**src/rtl/word_ser_pkg.sv**
```systemverilog
`default_nettype none
// +------------------------------------------------------------------+
// | Module  : word_ser_pkg                                           |
// | Purpose : Shared state encoding and bit-order constants for the  |
// |           word serializer.                                       |
// | Revision: 1.0                                                    |
// +------------------------------------------------------------------+
package word_ser_pkg;

    typedef enum logic [1:0] {
        IDLE   = 2'd0,
        SHIFT  = 2'd1,
        PARITY = 2'd2
    } ser_state_t;

    localparam logic MSB_FIRST = 1'b0;
    localparam logic LSB_FIRST = 1'b1;

endpackage
`default_nettype wire

```
**src/rtl/word_serializer_bit_period_timer.sv**
```systemverilog
`default_nettype none
// +------------------------------------------------------------------+
// | Module  : bit_period_timer                                       |
// | Purpose : Counts DIV clocks per serial bit; one-cycle tick on    |
// |           the last cycle of each bit period.                     |
// | Revision: 1.0                                                    |
// +------------------------------------------------------------------+
module bit_period_timer #(
    parameter int DIV = 4
) (
    input  logic clk,
    input  logic reset_n,
    input  logic run,
    input  logic restart,
    output logic tick
);

    localparam int              c_CW   = (DIV > 1) ? $clog2(DIV) : 1;
    localparam logic [c_CW-1:0] c_LAST = c_CW'(DIV - 1);

    logic [c_CW-1:0] r_count;

    always_ff @(posedge clk) begin
        if (!reset_n || restart || !run) begin
            r_count <= '0;
        end else if (r_count == c_LAST) begin
            r_count <= '0;
        end else begin
            r_count <= r_count + c_CW'(1);
        end
    end

    assign tick = run && (r_count == c_LAST);

endmodule
`default_nettype wire

```
**src/rtl/word_serializer.sv**
```systemverilog
`default_nettype none
// +------------------------------------------------------------------+
// | Module  : word_serializer                                        |
// | Purpose : Parallel word to framed serial stream with a one-word  |
// |           holding buffer. Define WORD_SER_PARITY_EN to append an |
// |           even-parity bit to every frame.                        |
// | Revision: 1.0                                                    |
// +------------------------------------------------------------------+
module word_serializer
    import word_ser_pkg::*;
#(
    parameter int WIDTH = 8,
    parameter int DIV   = 4
) (
    input  logic             clk,
    input  logic             reset_n,
    input  logic [WIDTH-1:0] in_data,
    input  logic             in_lsb_first,
    input  logic             in_valid,
    output logic             in_ready,
    output logic             ser_out,
    output logic             ser_valid,
    output logic             frame_start,
    output logic             frame_end,
    output logic             busy
);

    localparam int               c_BCW      = $clog2(WIDTH + 1);
    localparam logic [c_BCW-1:0] c_LAST_BIT = c_BCW'(WIDTH - 1);
`ifdef WORD_SER_PARITY_EN
    localparam logic c_END_IN_SHIFT = 1'b0;
`else
    localparam logic c_END_IN_SHIFT = 1'b1;
`endif

    ser_state_t       r_state, w_state_next;
    logic [WIDTH-1:0] r_hold_data, r_shift;
    logic             r_hold_lsb, r_hold_full, r_lsb_first;
    logic [c_BCW-1:0] r_bit_cnt;
    logic             r_ser_out, r_ser_valid, r_frame_start, r_frame_end;
`ifdef WORD_SER_PARITY_EN
    logic             r_parity;
`endif
    logic             w_tick, w_load, w_advance, w_accept, w_cur_bit;

    assign w_accept  = in_valid && in_ready;
    assign w_cur_bit = (r_lsb_first == LSB_FIRST) ? r_shift[0] : r_shift[WIDTH-1];

    bit_period_timer #(.DIV(DIV)) u_timer (
        .clk     (clk),
        .reset_n (reset_n),
        .run     (r_state != IDLE),
        .restart (w_load),
        .tick    (w_tick)
    );

    always_comb begin
        w_state_next = r_state;
        w_load       = 1'b0;
        w_advance    = 1'b0;
        case (r_state)
            IDLE: begin
                if (r_hold_full) begin
                    w_load       = 1'b1;
                    w_state_next = SHIFT;
                end
            end
            SHIFT: begin
                if (w_tick) begin
                    if (r_bit_cnt == c_LAST_BIT) begin
`ifdef WORD_SER_PARITY_EN
                        w_state_next = PARITY;
`else
                        // Frame boundary: chain straight into a buffered word
                        w_load       = r_hold_full;
                        w_state_next = r_hold_full ? SHIFT : IDLE;
`endif
                    end else begin
                        w_advance = 1'b1;
                    end
                end
            end
`ifdef WORD_SER_PARITY_EN
            PARITY: begin
                if (w_tick) begin
                    w_load       = r_hold_full;
                    w_state_next = r_hold_full ? SHIFT : IDLE;
                end
            end
`endif
            default: w_state_next = IDLE;
        endcase
    end

    always_ff @(posedge clk) begin
        if (!reset_n) begin
            r_state       <= IDLE;
            r_hold_data   <= '0;
            r_hold_lsb    <= 1'b0;
            r_hold_full   <= 1'b0;
            r_shift       <= '0;
            r_lsb_first   <= 1'b0;
            r_bit_cnt     <= '0;
            r_ser_out     <= 1'b0;
            r_ser_valid   <= 1'b0;
            r_frame_start <= 1'b0;
            r_frame_end   <= 1'b0;
`ifdef WORD_SER_PARITY_EN
            r_parity      <= 1'b0;
`endif
        end else begin
            r_state <= w_state_next;

            if (w_accept) begin
                r_hold_data <= in_data;
                r_hold_lsb  <= in_lsb_first;
                r_hold_full <= 1'b1;
            end else if (w_load) begin
                r_hold_full <= 1'b0;
            end

            if (w_load) begin
                r_shift     <= r_hold_data;
                r_lsb_first <= r_hold_lsb;
                r_bit_cnt   <= '0;
`ifdef WORD_SER_PARITY_EN
                r_parity    <= ^r_hold_data;
`endif
            end else if (w_advance) begin
                r_shift   <= (r_lsb_first == LSB_FIRST) ? {1'b0, r_shift[WIDTH-1:1]}
                                                        : {r_shift[WIDTH-2:0], 1'b0};
                r_bit_cnt <= r_bit_cnt + c_BCW'(1);
            end

            // Output stage trails the shifter by one cycle
            if (r_state == SHIFT) begin
                r_ser_out     <= w_cur_bit;
                r_ser_valid   <= 1'b1;
                r_frame_start <= (r_bit_cnt == '0);
                r_frame_end   <= c_END_IN_SHIFT && (r_bit_cnt == c_LAST_BIT);
            end
`ifdef WORD_SER_PARITY_EN
            else if (r_state == PARITY) begin
                r_ser_out     <= r_parity;
                r_ser_valid   <= 1'b1;
                r_frame_start <= 1'b0;
                r_frame_end   <= 1'b1;
            end
`endif
            else begin
                r_ser_out     <= 1'b0;
                r_ser_valid   <= 1'b0;
                r_frame_start <= 1'b0;
                r_frame_end   <= 1'b0;
            end
        end
    end

    assign in_ready    = !r_hold_full && reset_n;
    assign ser_out     = r_ser_out;
    assign ser_valid   = r_ser_valid;
    assign frame_start = r_frame_start;
    assign frame_end   = r_frame_end;
    assign busy        = (r_state != IDLE) || r_hold_full || r_ser_valid;

endmodule
`default_nettype wire
```
**config.mk**
```make
export PLATFORM = sky130hd
export DESIGN_NAME = word_serializer
export DESIGN_NICKNAME = d
export VERILOG_FILES = /design/src/rtl/word_ser_pkg.sv /design/src/rtl/word_serializer_bit_period_timer.sv /design/src/rtl/word_serializer.sv
export SDC_FILE = /design/constraint.sdc
export NUM_CORES = 1
export LEC_CHECK = 0
export CORE_MARGIN = 3
export CORE_UTILIZATION = 52
export CTS_CLUSTER_DIAMETER = 30
export CTS_CLUSTER_SIZE = 16
export DETAILED_ROUTE_END_ITERATION = 16
export PLACE_DENSITY = 0.85
export SETUP_SLACK_MARGIN = 0.02
export SLEW_MARGIN = 25
export SYNTH_ARGS = -nofsm -noshare
export SYNTH_HDL_FRONTEND = slang
export SYNTH_HIERARCHICAL = 1
export SYNTH_SLANG_ARGS = --single-unit
```
**constraint.sdc**
```tcl
create_clock -name clk -period 1.97 [get_ports clk]
set_input_delay 0.394 -clock clk [delete_from_list [all_inputs] [get_ports clk]]
set_output_delay 0.394 -clock clk [all_outputs]
set_load 0.05 [all_outputs]
```
==> results <==
- For the pin with the worst max-slew slack, the measured transition is 0.513 ns.
- The critical path goes through clkdlybuf4s50_1.
- The total length of routed met2 wires is 1160 microns.
- The commonest cells after synthesis are sky130_fd_sc_hd__dfxtp_1 (30), sky130_fd_sc_hd__nand2_1 (22), sky130_fd_sc_hd__o21ai_0 (13).
- The clock passes through at most 2 buffers.
- After clock tree synthesis, the repair step resized 0 gates.
- In this run the core area contains 17 standard-cell rows.
- The via density per instance is 5.42.
- When the netlist entered floorplanning its net count stood at 149.
- In this run, post-CTS hold repair placed 0 buffers.
- After global routing the overflow that remains totals 0.
- The fmax is 545 MHz.
- In this design, the stage delay of the slowest critical-path cell is 0.79 ns.
- The remaining max-slew budget at the tightest pin is 0.657.
- STA classifies the critical path endpoint as an output pin.
- The global-route wire length before repair is 4280 microns.
- The number of H-tree branching levels is 2.
- The routed wire length per instance is 13.3 microns.
- The post-route clock period utilization is 0.931.
- The final standard cell area without fillers is 0.00155 sq mm.
- 0 antenna diodes ended up in the layout.
- The critical path's slowest cell is sky130_fd_sc_hd__clkdlybuf4s50_1.
- Clock tree synthesis inserted a total of 5 buffers.
- The maximum number of pins on one net before global-route repair is 19.
- The via count of the first global-routing pass was 978.
- Along the worst path, the maximum fanout reaches 1.
- The routed design could run at a clock period as short as 1.83 ns.
- By area the synthesized netlist is led by sky130_fd_sc_hd__dfxtp_1 (47%), sky130_fd_sc_hd__mux2i_1 (7.1%), sky130_fd_sc_hd__nand2_1 (6.5%), sky130_fd_sc_hd__mux2_2 (5.3%), sky130_fd_sc_hd__o21ai_0 (5.1%).
- The async set-reset flop share out of synthesis is 0.
- The class of the tightest hold or removal check is register to register.
- In this run the power density over the cells is 841 mW/mm^2.
- Of the cells placed in the final design, the portion with a size suffix greater than 1 is 0.135.
- Cell internal power was estimated by the tool at 970 uW.
- The worst path required time is 1.58 ns.
- The number of setup buffers added after CTS is 0.
- The TritonCTS clock tree is done.
- The worst setup path is launched from a register.
- In this run the count of I/O pins placed on the die edge is 18.
- After legalization and detailed placement, the total HPWL measured 1660 microns.
- Summed over all nets, the switching power comes to 334 uW.
- The switching power as a share of total power is 0.256.
- The worst supply voltage drop on vdd is 0.642 mV.
- The die covers 0.00309 sq mm.
- In the global route stage, overall resource usage came out at 0.176.
- The synthesis-to-layout area growth is 21.4%.
- The global placer's final weighted congestion is 0.774.
- After detailed routing, the total wire length is 2430 microns.
- The vertical die dimension is 55.6 microns.
- Of the total power, registers draw 0.502.
- A synthesized cell averages 9.53 sq um.
- The start point of the worst hold path is r_hold_data[0]$_SDFFE_PN0P_.
- The most frequently used flop master after synthesis is sky130_fd_sc_hd__dfxtp_1.
- The clock skew after layout is 0.00529 ns.
- The detailed router put a total of 1100 microns of wire on met1.
- The die boundary width is 55.6 microns.
- Synthesis inferred 30 register bits.
- The summed instance area of the synthesized netlist is 0.00128 sq mm.
- The number of clock sinks is 30.
- Of the total power, combinational logic draws 0.115.
- Together, buffers and inverters on the worst path number 1.
- For this run, the register share of the synthesized area comes to 0.470.
- The hold violation total from the final report is 0.
- The warning count from the yosys run is 6.
- After detailed routing, the met3 layer carries 141 microns of wire.
- For the worst setup path, the data arrival time is 1.44 ns.
- In this run the cell area measured after placement is 0.00147 sq mm.
- The initial antenna violation count was 0.
- The flow ran to the end, and the final reports show no timing, DRC or antenna violations.
- The uppermost layer routed is met4.
- The starting utilization of the core area is 0.561.
- The number of maximum-capacitance constraint violations is 0.
- Setup repair after global routing left no endpoint under its margin.
- After filler insertion, the fill cell instance count of the layout stands at 172.
- After the last flow step, the layout net total stands at 169.
- The total count of max-transition violations in the final report was 0.
- The via count of the routed design is 991.
- The total leakage power is 0.000596 uW.
- The master cell of the clock root buffer is sky130_fd_sc_hd__clkbuf_4.
- The final antenna-violating net count is 0.
- In this run the standard cell core region covers 0.00228 sq mm.
- The total iterations of the first detailed-routing run is 4.
- The DRC violations left is 0.
- The critical path starts at frame_end$_SDFF_PN0_.
- The final count of negative-setup-slack endpoints is 0.
- Of the total power, the clock network draws 0.383.
- The number of synthesized flops with an enable pin is 0.
- The clock edge transition at the registers on the reported setup and hold paths is 0.10 ns.
- The later pin in the worst-skew pair is clocked with a latency of 0.33 ns.
- The cell type with the largest total area after synthesis is sky130_fd_sc_hd__dfxtp_1.
- The distinct cell type count after synthesis is 30.
- The cell family contributing the most delay on the critical path is buffers and inverters.
- The cell with the most instances after synthesis is sky130_fd_sc_hd__dfxtp_1.
- The detailed router's first-iteration violation count is 39.
- The share of Yosys cell area claimed by the top area cell type is 0.470.
- The count of input and output buffers is 17.
- The critical path in this run is classified as register to output pin.
- The sum of negative setup slack is 0 ns.
- After technology mapping, the gate count stands at 134.
- The worst flop-to-flop path startpoint is u_timer/r_count[0]$_SDFF_PP0_.
flip-flops by register name, indices dropped and copies added, names as in the netlist:
signal / cells
r_state: 1
r_lsb_first: 1
ser_valid: 1
u_timer/r_count: 2
r_hold_lsb: 1
r_bit_cnt: 4
r_hold_full: 1
frame_start: 1
frame_end: 1
r_hold_data: 8
r_shift: 8
ser_out: 1
metrics by stage:
step                hold slack [ns]  instances  power, uW  setup slack [ns]   util
floorplan                     0.433        134        760             0.110      -
global placement              0.446        175        811             0.211  0.644
detailed placement            0.453        175        817             0.181  0.644
CTS                           0.470        183       1310            0.0842  0.680
global route                  0.508        183       1360            0.0343  0.681
finish                        0.473        183       1300             0.135  0.681
final timing paths:
path | end | slack [ns] | cells after the start
worst max-delay path | frame_end | 0.14 | 1
worst max register to register | r_shift[3]$_SDFFE_PN0P_ | 0.20 | 6
worst min register to register | r_hold_data[0]$_SDFFE_PN0P_ | 0.47 | 2
worst min-delay path | r_hold_data[0]$_SDFFE_PN0P_ | 0.47 | 2
worst min-delay path, cell delays in order (launching register included):
cell	delay (ns)
sky130_fd_sc_hd__dfxtp_1	0.32
sky130_fd_sc_hd__nand2_1	0.05
sky130_fd_sc_hd__o21ai_0	0.06
per-layer routing:
| layer | GRT usage | vias up |
|---|---|---|
| li1 | - | 500 |
| met1 | 0.201 | 461 |
| met2 | 0.289 | 26 |
| met3 | 0.0864 | 4 |
| met4 | 0.0521 | 0 |
| met5 | 0 | - |
area by class of cell:
class / instances / area (sq um) / area share
clock buffer: 5 / 37.5 / 0.0242
clock inverter: 3 / 45.0 / 0.0291
inverter: 5 / 18.8 / 0.0121
multi-input combinational: 92 / 611 / 0.394
sequential: 30 / 601 / 0.387
tap: 28 / 35.0 / 0.0226
timing repair buffer: 20 / 203 / 0.131
power by group through the flow:
| stage | logic (uW) | registers (uW) | clock network, uW |
|---|---|---|---|
| 2_1_floorplan | 88.3 | 671 | 0 |
| 3_3_place_gp | 144 | 667 | 0 |
| 3_5_place_dp | 148 | 669 | 0 |
| 4_1_cts | 150 | 655 | 505 |
| 5_1_grt | 162 | 659 | 540 |
| 6_report | 150 | 655 | 500 |
cell families after synthesis:
family                   Yosys count  share of synthesized area
multiplexers                      15                      0.123
adder cells (fa/ha/maj)            3                     0.0294
AND/OR/NAND/NOR                   47                      0.192
AO/OA/AOI/OAI                     25                      0.120
XOR/XNOR                           2                     0.0137
flip-flops                        30                      0.470
buffers and inverters             12                     0.0519
cell usage in the layout, fill, tap and decap left out, types with 2 or more instances in the layout:
master / netlist / routed
sky130_fd_sc_hd__dfxtp_1: 30 / 30
sky130_fd_sc_hd__nand2_1: 22 / 22
sky130_fd_sc_hd__clkdlybuf4s50_1: 0 / 14
sky130_fd_sc_hd__o21ai_0: 13 / 13
sky130_fd_sc_hd__mux2i_1: 9 / 9
sky130_fd_sc_hd__nor2_1: 8 / 8
sky130_fd_sc_hd__mux2_2: 6 / 6
sky130_fd_sc_hd__o22ai_1: 6 / 6
sky130_fd_sc_hd__inv_1: 5 / 5
sky130_fd_sc_hd__clkbuf_4: 0 / 5
sky130_fd_sc_hd__buf_4: 1 / 4
sky130_fd_sc_hd__a31oi_1: 3 / 3
sky130_fd_sc_hd__and2_1: 3 / 3
sky130_fd_sc_hd__ha_1: 3 / 3
sky130_fd_sc_hd__nor2b_1: 2 / 2
sky130_fd_sc_hd__nor3_1: 2 / 2
sky130_fd_sc_hd__nand3_1: 2 / 2
sky130_fd_sc_hd__xnor2_1: 2 / 2
sky130_fd_sc_hd__clkinvlp_4: 0 / 2
Note: power is estimated with default switching activity, not from simulation.
